<file path="src/rtl/alu_1_slice.sv">
// alu_1_slice: registered bit-slice ALU, eight functions selected by {s2,s1,s0}.
// Latency: 1 clock from sampled inputs to y/cn_1; there is no combinational path from inputs to outputs.
// Backpressure: none; gnd=1 (active-low enable) freezes the outputs, and rst_n=0 overrides it.
//
// Ports:
//   clk        rising-edge clock
//   rst_n      synchronous active-low reset (y=0, cn_1=0, zf=1)
//   a, b       WIDTH-bit operands
//   cn         carry-in; for subtract, 1 means no borrow
//   s2,s1,s0   function select; s2=0 selects the logic group, s2=1 the arithmetic group
//   gnd        active-low operation enable, tied to 0 in normal use
//   y          registered WIDTH-bit result
//   cn_1       registered carry-out (always 0 for logic functions)
//   zf         registered zero flag, present only when ALU_ZERO_FLAG_EN is defined
//
// Optional feature macro: ALU_ZERO_FLAG_EN adds the zf output.

module alu_1_slice #(
  parameter int WIDTH = 1
) (
  input  logic             clk,
  input  logic             rst_n,
  input  logic [WIDTH-1:0] a,
  input  logic [WIDTH-1:0] b,
  input  logic             cn,
  input  logic             s0,
  input  logic             s1,
  input  logic             s2,
  input  logic             gnd,
  output logic [WIDTH-1:0] y,
`ifdef ALU_ZERO_FLAG_EN
  output logic             cn_1,
  output logic             zf
`else
  output logic             cn_1
`endif
);

  logic [2:0]     sel;
  logic [WIDTH:0] a_ext;
  logic [WIDTH:0] b_ext;
  logic [WIDTH:0] nb_ext;
  logic [WIDTH:0] cn_ext;
  logic [WIDTH:0] res;      // {carry, result} for the next edge

  assign sel    = {s2, s1, s0};
  assign a_ext  = {1'b0, a};
  assign b_ext  = {1'b0, b};
  // Subtract is a + ~b + cn; the inversion is confined to the WIDTH data bits
  // so the extra top bit still captures the true carry-out.
  assign nb_ext = {1'b0, ~b};
  assign cn_ext = {{WIDTH{1'b0}}, cn};

  always_comb begin
    res = '0;
    case (sel)
      3'b000:  res = {1'b0, a & b};
      3'b001:  res = {1'b0, a | b};
      3'b010:  res = {1'b0, ~a};
      3'b011:  res = {1'b0, a ^ b};
      3'b100:  res = a_ext + b_ext + cn_ext;
      3'b101:  res = a_ext + nb_ext + cn_ext;
      3'b110:  res = a_ext + cn_ext;
      3'b111:  res = {1'b0, ~(a ^ b)};
      default: res = '0;
    endcase
  end

  always_ff @(posedge clk) begin
    if (!rst_n) begin
      y    <= '0;
      cn_1 <= 1'b0;
    end else if (!gnd) begin
      y    <= res[WIDTH-1:0];
      cn_1 <= res[WIDTH];
    end
  end

`ifdef ALU_ZERO_FLAG_EN
  // Flag follows the value y is about to take, so it stays aligned with y.
  always_ff @(posedge clk) begin
    if (!rst_n) begin
      zf <= 1'b1;
    end else if (!gnd) begin
      zf <= (res[WIDTH-1:0] == '0);
    end
  end
`endif

endmodule

</file>
<file path="config.mk">
export PLATFORM = sky130hd
export DESIGN_NAME = alu_1_slice
export DESIGN_NICKNAME = d
export VERILOG_FILES = /design/src/rtl/alu_1_slice.sv
export SDC_FILE = /design/constraint.sdc
export NUM_CORES = 1
export LEC_CHECK = 0
export CORE_AREA = 2 2 39 41
export DETAILED_ROUTE_END_ITERATION = 10
export DIE_AREA = 0 0 41 43
export HOLD_SLACK_MARGIN = 0.1
export SETUP_SLACK_MARGIN = 0.15
export SYNTH_ARGS = -nofsm -noshare
export SYNTH_HDL_FRONTEND = slang
export SYNTH_SLANG_ARGS = --single-unit
</file>
<file path="constraint.sdc">
create_clock -name clk -period 1.9 [get_ports clk]
set_input_delay 0.19 -clock clk [delete_from_list [all_inputs] [get_ports clk]]
set_output_delay 0.19 -clock clk [all_outputs]
set_load 0.1 [all_outputs]
</file>
[Word level (Yosys, flattened, before mapping)]
Cells that the tools add are included.
Operators by class
  add/subtract/negate cells: 5
  $mul: 0
  div/mod/pow operators: 0
  $lt $le $gt $ge: 0
  eq/ne operators: 7
  shifts and indexed selects: 0
  muxes and demuxes: 1
  bitwise operators: 6
  reduce and logical (&&, ||, !) cells: 1
Operators by type and width (count)
  $pmux 2 s8: 1
  $eq 3x3->1 const B: 4
  $add 1x1->2: 3
  $eq 3x2->1 const B: 2
  $add 2x1->2: 2
  $eq 3x1->1 const B: 1
  $logic_not 3->1: 1
  $not 1->1: 3
  $and 1x1->1: 1
  $or 1x1->1: 1
  $xor 1x1->1: 1
Storage, ports and cells
  register bits after elaboration: 2
  bits in latches: 0
  RAM bits: 0
  ROM bits: 0
  bits of input ports: 9
  logic and storage cells: 22
  memories kept: 0

[Logic depth before layout (Yosys ltp)]
Gate-level depths: netlist of the first run.
  depth in word-level cells: 4
  gate-level depth with buffers: 6
  mapped depth without buffers: 6

[Worst setup path before layout of the first run]
OpenSTA, ideal clock, no wires.
  path type: input port to flip-flop
  start: input a
  end: register y
  library setup time: 0.096 ns
  arrival: 1.376 ns
  data required time: 1.804 ns
  setup slack: 0.428 ns
  stages: 5
  cells stage by stage: fa_1 > nand2b_4 > a311oi_2 > a311oi_1 > o41ai_2
Between the ends
  longest elaborated chain between the ends: 3
  elaborated cells between the ends (all ways): 11
  those cells by class: add/sub (5); mux (1); bitwise (5)
RTL lines
  from (decl): RTL line 23  | input logic [WIDTH-1:0] a,
  $add 1x1->2, or another cell as far along: RTL line 62  | 3'b101: res = a_ext + nb_ext + cn_ext;
  $add 2x1->2, or another cell as far along: RTL line 62
  $pmux 2 s8 *: RTL line 56  | case (sel)
  to (signal assigned): RTL line 74  | y <= res[WIDTH-1:0];
  to (decl): RTL line 30  | output logic [WIDTH-1:0] y,
Every way passes the cells marked *; elsewhere a longest branch is shown, timed or not.
A chain may end at the register's enable or synchronous reset.

[Worst setup path after layout of the first run]
  start: input b
  end: register y
Between the ends
  longest elaborated chain between the ends: 4
  elaborated cells between the ends (all ways): 10
  those cells by class: add/sub (4); mux (1); bitwise (5)
RTL lines
  from (decl): RTL line 24  | input logic [WIDTH-1:0] b,
  $not 1->1: RTL line 51  | assign nb_ext = {1'b0, ~b};
  $add 1x1->2: RTL line 62
  $add 2x1->2: RTL line 62
  $pmux 2 s8 *: RTL line 56
Marked as above.

==> impl_results.md, run 1 <==
* RR Endpoint: cn_1$_SDFFE_PN0N_
* CP endpoint: y$_SDFFE_PN0N_
* Critical Path Most Common Cell: a311oi_2
* Met3 WL post-DR at 13 um
* Cell taking the most area after synthesis: fa_1
* Fin crit share at roughly 85%
* Flop pwr share at 19.4%
* Most frequent cells in the layout: inv_1 (6), buf_4 (6), clkdlybuf4s50_1 (5)
* Pleak at 0.000227 uW
* Core area at approximately 0.0014 mm2
* Area share of the largest cell type after synthesis at between 10% and 20%
* Worst Hold Class: reg2reg
* Status: completed
* Ys Warns at 0
* PnR Total Power at 237 uW
* Wire length on met1 at 260 um
* Residual DRC count at 0
* # fillers at about 150
* Cell row count at 14
* Syn Std Cell Area at 310 um2
* CP max stage delay at 0.58 ns
* Setup crit start: b
* Synth top area cells: fa_1 (19%), dfxtp_1 (13%), ha_1 (12%)
* WS Path Type: in2reg
* Startpoint types: input pin
* Max Fanout on Critical Path at 2
* Iter 0 DRT Violations at 7
* Measured slew at the worst slew-check pin at 0.334 ns
* First-pass GRT wire length at slightly above 1000 um
* Vias in the first global route at ~280
* Final WL at about 600 um
* Max layer used: met3
* Final Wtd Congestion at about 0.73
* CP endpoint kind: flip-flop
* Switching part of the total at 33.5%
* DR WL/cell at just over 9 um
* Overflow after GRT at 0
* Skew final at 0 ns
* CTS Root Cell: clkbuf_4
* Initial antenna violation count at 0
* Critical-path cell list: dlygate4sd2_1 > inv_2 > fa_1 > nand2b_4 > a311oi_2 > a311oi_2 > o41ai_2
* Peak VDD IR at 475 uV
* Internal at between 150 and 200 uW
* CTS buffer count at 3
* CTS sink cnt at 2
* Comb pwr share at 40.7%
* Clk pwr share at approximately 40%
* Tmin final at 1.61 ns
* Final setup viols at 0
* Post-CTS setup buffers at 0
* Critical Path RT at 2.03 ns
* Vias/cell at around 4.5
* Crit path arrival time at 1.74 ns
* Fin Setup TNS at 0 ns
* I/O Buffers at 10
* CTS tree: done
* Area growth, synth to finish at 51.2%
* Max-cap viol count at 0
* R2R Setup Slk at roughly 1.3 ns
* Syn Inst Count at 33
* RSZ-0062 raised after global routing: false
* Reg2Reg Depth at 2
* Die X at 41 um
* Worst path slowest cell: fa_1
* Post-DP HPWL at just under 500 um
* Register area share after synthesis at 12.9%
* Number of distinct library cells after synthesis at 18
* Register bit total from synthesis at 2
* FMAX at between 600 and 700 MHz
* Die Ht at 43 um
* ANT nets after route at 0
* Starting density of the core at 22.4%
* Detailed Routing Iterations Pass 1 at 2
* GRT Resource Usage Total at 8.25%
* Routed met2 length at around 330 um
* Worst relative slew slack at 77.5%
* Htree depth at 1
* Die area at between 0.0015 and 0.002 mm2
* P per Cell Area at between 500 and 600 mW/mm2
* Multi-input gate area at 239 um2
* Mean Syn Cell Area at 9.40 um2
* Switching power at 79.6 uW
* Final nets at 66
* Layout cell share with drive strength beyond 1 at 28.6%
* Final core utilization at 33.9%
* Clk_lat worst skew at 0.22 ns
* Final Hold Viols at 0
* FF+latch area at 40.0 um2
* Routed vias at 292
* Post-synthesis net count at 48
* Final Max Tran Viols at 0
* Clk buf depth at 2
* ANT cells at 0
* Worst-path clk slew at 0.03 ns
* I/O pins at 11
* FF-to-FF Start: cn_1$_SDFFE_PN0N_
* Maximum number of pins on one net before global-route repair at 9
## what timing repair did
item                                    4_1_cts  5_1_grt
resized for setup                             5        0
endpoints found under the setup margin        1        0
hold endpoints to repair                      0        0
hold buffers                                  0        0
## cells in the mapped netlist, drive strengths merged
master  n
mux2i   1
nand3   1
a21oi   3
nor4    1
fa      3
ha      3
o21ai   2
dfxtp   2
buf     1
nand2b  2
o41ai   1
nand2   1
o211a   1
a311oi  2
inv     7
nand3b  2
## cell families after synthesis
group | after synthesis | share of synthesized area (%)
buffers and inverters | 8 | 12.1
flip-flops | 2 | 12.9
AND/OR/NAND/NOR | 7 | 16.1
AO/OA/AOI/OAI | 9 | 24.2
multiplexers | 1 | 3.23
adder cells (fa/ha/maj) | 6 | 31.5
## worst min path at each step
stage / startpoint / end / slack [ns] / cells past startpoint
2_1_floorplan: gnd / y$_SDFFE_PN0N_ / 0.30 / 1
3_5_place_dp: cn_1$_SDFFE_PN0N_ / cn_1$_SDFFE_PN0N_ / 0.47 / 2
5_1_grt: y$_SDFFE_PN0N_ / y$_SDFFE_PN0N_ / 0.52 / 2
4_1_cts: cn_1$_SDFFE_PN0N_ / cn_1$_SDFFE_PN0N_ / 0.48 / 2
6_report: cn_1$_SDFFE_PN0N_ / cn_1$_SDFFE_PN0N_ / 0.47 / 2
3_3_place_gp: cn_1$_SDFFE_PN0N_ / cn_1$_SDFFE_PN0N_ / 0.47 / 2
## registers in the layout, indices dropped and copies added (netlist names)
register and count:
cn_1 1, y 1
## power groups by stage
stage	Clock, uW	Sequential [uW]	Combinational (uW)
floorplan	0	64.6	39.0
global placement	0	46.6	96.7
detailed placement	0	46.7	96.0
CTS	97.7	46.2	97.4
global route	101	46.3	105
finish	94.7	46.1	96.5
## metal layers
metal,track usage [%],vias up
li1,-,150
met1,10.7,139
met2,12.5,3
met3,3.14,0
met4,2.00,0
met5,0,-
## critical path: cells and delay by family
kind / cells / cell delay [ns]
AOI/OAI and AO/OA: 3 / 0.64
adders and majority gates: 1 / 0.58
buffers and inverters: 2 / 0.27
and+or+nand+nor: 1 / 0.06
## final cells by class
class / instances / area share, %
inverter: 7 / 5.60
sequential: 2 / 8.53
timing repair buffer: 14 / 25.9
clock buffer: 3 / 4.80
multi-input combinational: 23 / 50.9
tap: 16 / 4.27
## metrics by stage
stage | area, um2 | hold WS, ns | setup slack (ns) | std cells
after floorplan | 310 | 0.297 | 0.428 | 33
after global placement | 444 | 0.471 | -0.173 | 62
after detailed placement | 444 | 0.470 | -0.164 | 62
after CTS | 469 | 0.475 | 0.298 | 65
after global routing | 469 | 0.523 | 0.221 | 65
final | 469 | 0.469 | 0.287 | 65
Power figures use the tool's default switching activity.
==> run 2: changes to the inputs <==
clock period = 1.4 ns   (was 1.9 ns; I/O delays follow)
==> run 2 against run 1 <==
- cell area up 15%
- combinational power rose by 64%
- sequential share of layout area shrank 1.1 points
- worst setup slack got worse by 0.25 ns
- power increased by 47%
- critical path depth fell by 1
- utilization increased by 5.2 points
- first-iteration DRC count is 43% lower
- non-clock buffer count is 5 higher
- flip-flop and latch count did not move
- global-route usage grew 1.9 points
- largest power group unchanged
==> impl_results.md, run 2 (synthesis results as in run 1) <==
* Final setup viols at 0 (unchanged)
* First-pass GRT wire length at 1210 um (+17%)
* Critical Path Most Common Cell: a311oi_2
* Vias/cell at 4.23 (-5.9%)
* Status: completed
* Clk_lat worst skew at 0.22 ns (about the same)
* ANT nets after route at 0 (unchanged)
* Worst relative slew slack at 75.8% (-1.7 points)
* Worst Hold Class: reg2reg
* CP endpoint kind: flip-flop
* CTS buffer count at 3 (unchanged)
* Max-cap viol count at 0 (unchanged)
* Max Fanout on Critical Path at 3 (+1)
* Worst hold path startpoint: cn_1$_SDFFE_PN0N_
* Setup WS post-layout at 0.0406 ns (-0.247 ns)
* Final nets at 71 (+7.6%)
* Overflow after GRT at 0 (unchanged)
* Final WL at 688 um (+15%)
* Vias in the first global route at 317 (+14%)
* Final Wtd Congestion at 0.719 (-2.0%)
* Post-Layout Cell Count at 70 (+7.7%)
* Final Hold Viols at 0 (unchanged)
* Most frequent cells in the layout: buf_4 (9), inv_1 (6), clkdlybuf4s50_1 (4)
* ANT cells at 0 (unchanged)
* Initial antenna violation count at 0 (unchanged)
* Tmin final at 1.36 ns
* DR WL/cell at 9.83 um (+6.5%)
* Startpoint types: input pin
* Final Max Tran Viols at 0 (unchanged)
* PnR Total Power at 349 uW (+47%)
* Layout cell share with drive strength beyond 1 at 40.7% (+12 points)
* Iter 0 DRT Violations at 4 (-3)
* Measured slew at the worst slew-check pin at 0.360 ns (+0.0257 ns)
* Commonest non-fill, non-tap cell in the layout: buf_4
* Fin area at 542 um2 (+15%)
* FMAX at ~740 MHz
* WS Path Type: in2reg
* Worst path slowest cell: fa_1
* Clk buf depth at 2 (unchanged)
* I/O pins at 11 (unchanged)
* Setup crit start: a
* Routed vias at 296 (+1.4%)
* CP max stage delay at 0.58 ns (about the same)
* Core area at 0.00138 mm2 (unchanged)
* Die area at 0.00176 mm2 (unchanged)
* Critical-path cell list: buf_8 > fa_1 > nand2b_4 > a311oi_2 > a311oi_2 > o41ai_2
* Post-DP HPWL at 595 um (+20%)
* Cell Area, Placed at 507 um2 (+14%)
* I/O Buffers at 10 (unchanged)
* Placed cells at 67 (+8.1%)
* Fin crit share at 97.1%
* Residual DRC count at 0 (unchanged)
* Detailed Routing Iterations Pass 1 at 2 (unchanged)
* Peak VDD IR at 328 uV (-31%)
* Starting density of the core at 22.4% (unchanged)
* Largest registers: cn_1 x1, y x1
* CTS Root Cell: clkbuf_4
* RSZ-0062 raised after global routing: true
* Maximum number of pins on one net before global-route repair at 8 (-1)
* Post-Place Setup Slack at -0.643 ns (-0.479 ns)
* Area growth, synth to finish at 74.6%
* Worst-path clk slew at 0.03 ns (about the same)
* Pleak at 0.000261 uW (+15%)
* FF-to-FF Start: y$_SDFFE_PN0N_
* Htree depth at 1 (unchanged)
* Final core utilization at 39.2% (+5.2 points)
* Skew final at 0 ns (unchanged)
* CTS sink cnt at 2 (unchanged)
* CTS tree: done
* P per Cell Area at 644 mW/mm2 (+27%)
* Die Ht at 43 um (unchanged)
* Die X at 41 um (unchanged)
* Crit path arrival time at 1.48 ns (-0.26 ns)
* Critical Path RT at 1.52 ns (-0.51 ns)
* Cell row count at 14 (unchanged)
* GRT Resource Usage Total at 10.2% (+1.9 points)
-- run 2: cell types whose count changed in the layout (fill, tap and decap cells not counted), sizes merged --
cell           previous run  this run
buf                       6        14
dlygate4sd2               3         1
clkdlybuf4s50             5         4
-- run 2: per-stage QoR --
stage | hold slack, ns | setup TNS (ns)
final | 0.500 | 0
after global routing | 0.542 | 0
after CTS | 0.499 | -0.0000689
after detailed placement | 0.493 | -0.957
after global placement | 0.504 | -0.922
after floorplan | 0.247 | -0.0219
-- run 2: worst paths after layout --
check	end	slack [ns]	depth (start not counted)
worst max-delay path	y$_SDFFE_PN0N_	0.04	6
worst min register to register	cn_1$_SDFFE_PN0N_	0.50	2
worst max register to register	y$_SDFFE_PN0N_	0.77	2
worst min-delay path	cn_1$_SDFFE_PN0N_	0.50	2
-- run 2: layout make-up --
class	count	area, um2
Fill cell	134	842
Inverter	7	28.8
Sequential cell	2	40.0
Timing Repair Buffer	19	191
Clock buffer	3	22.5
Multi-Input combinational cell	23	239
Tap cell	16	20.0
-- run 2: critical path, delay by kind of cell --
family / cells / cell delay [ns]
buffers and inverters: 1 / 0.10
adder cells (fa/ha/maj): 1 / 0.58
AND/OR/NAND/NOR: 1 / 0.06
AO/OA/AOI/OAI: 3 / 0.60
-- run 2: per-layer routing --
metal	vias up	wire length (um)	track usage, %
met3	0	13	3.14
li1	156	-	-
met1	138	301	11.9
met2	2	373	15.3
met5	-	0	0
met4	0	0	6.00
-- run 2: repair_timing --
| item | in CTS | in global routing |
|---|---|---|
| gates resized for setup | 18 | 3 |
| pin swaps | 4 | 2 |
| hold buffers | 0 | 0 |
| endpoints found under the setup margin | 2 | 1 |
| setup buffers | 0 | 0 |
-- run 2: report_power, final --
group          internal (uW)  switching (uW)
logic                   80.4            77.3
clock network           94.6            32.4
registers               60.9            3.29
total                    236             113
==> run 3: changes to the inputs <==
CAP_MARGIN = 10   (was default)
==> results of run 3 <==
Final layout, timing and power as in run 2 (identical DEF).
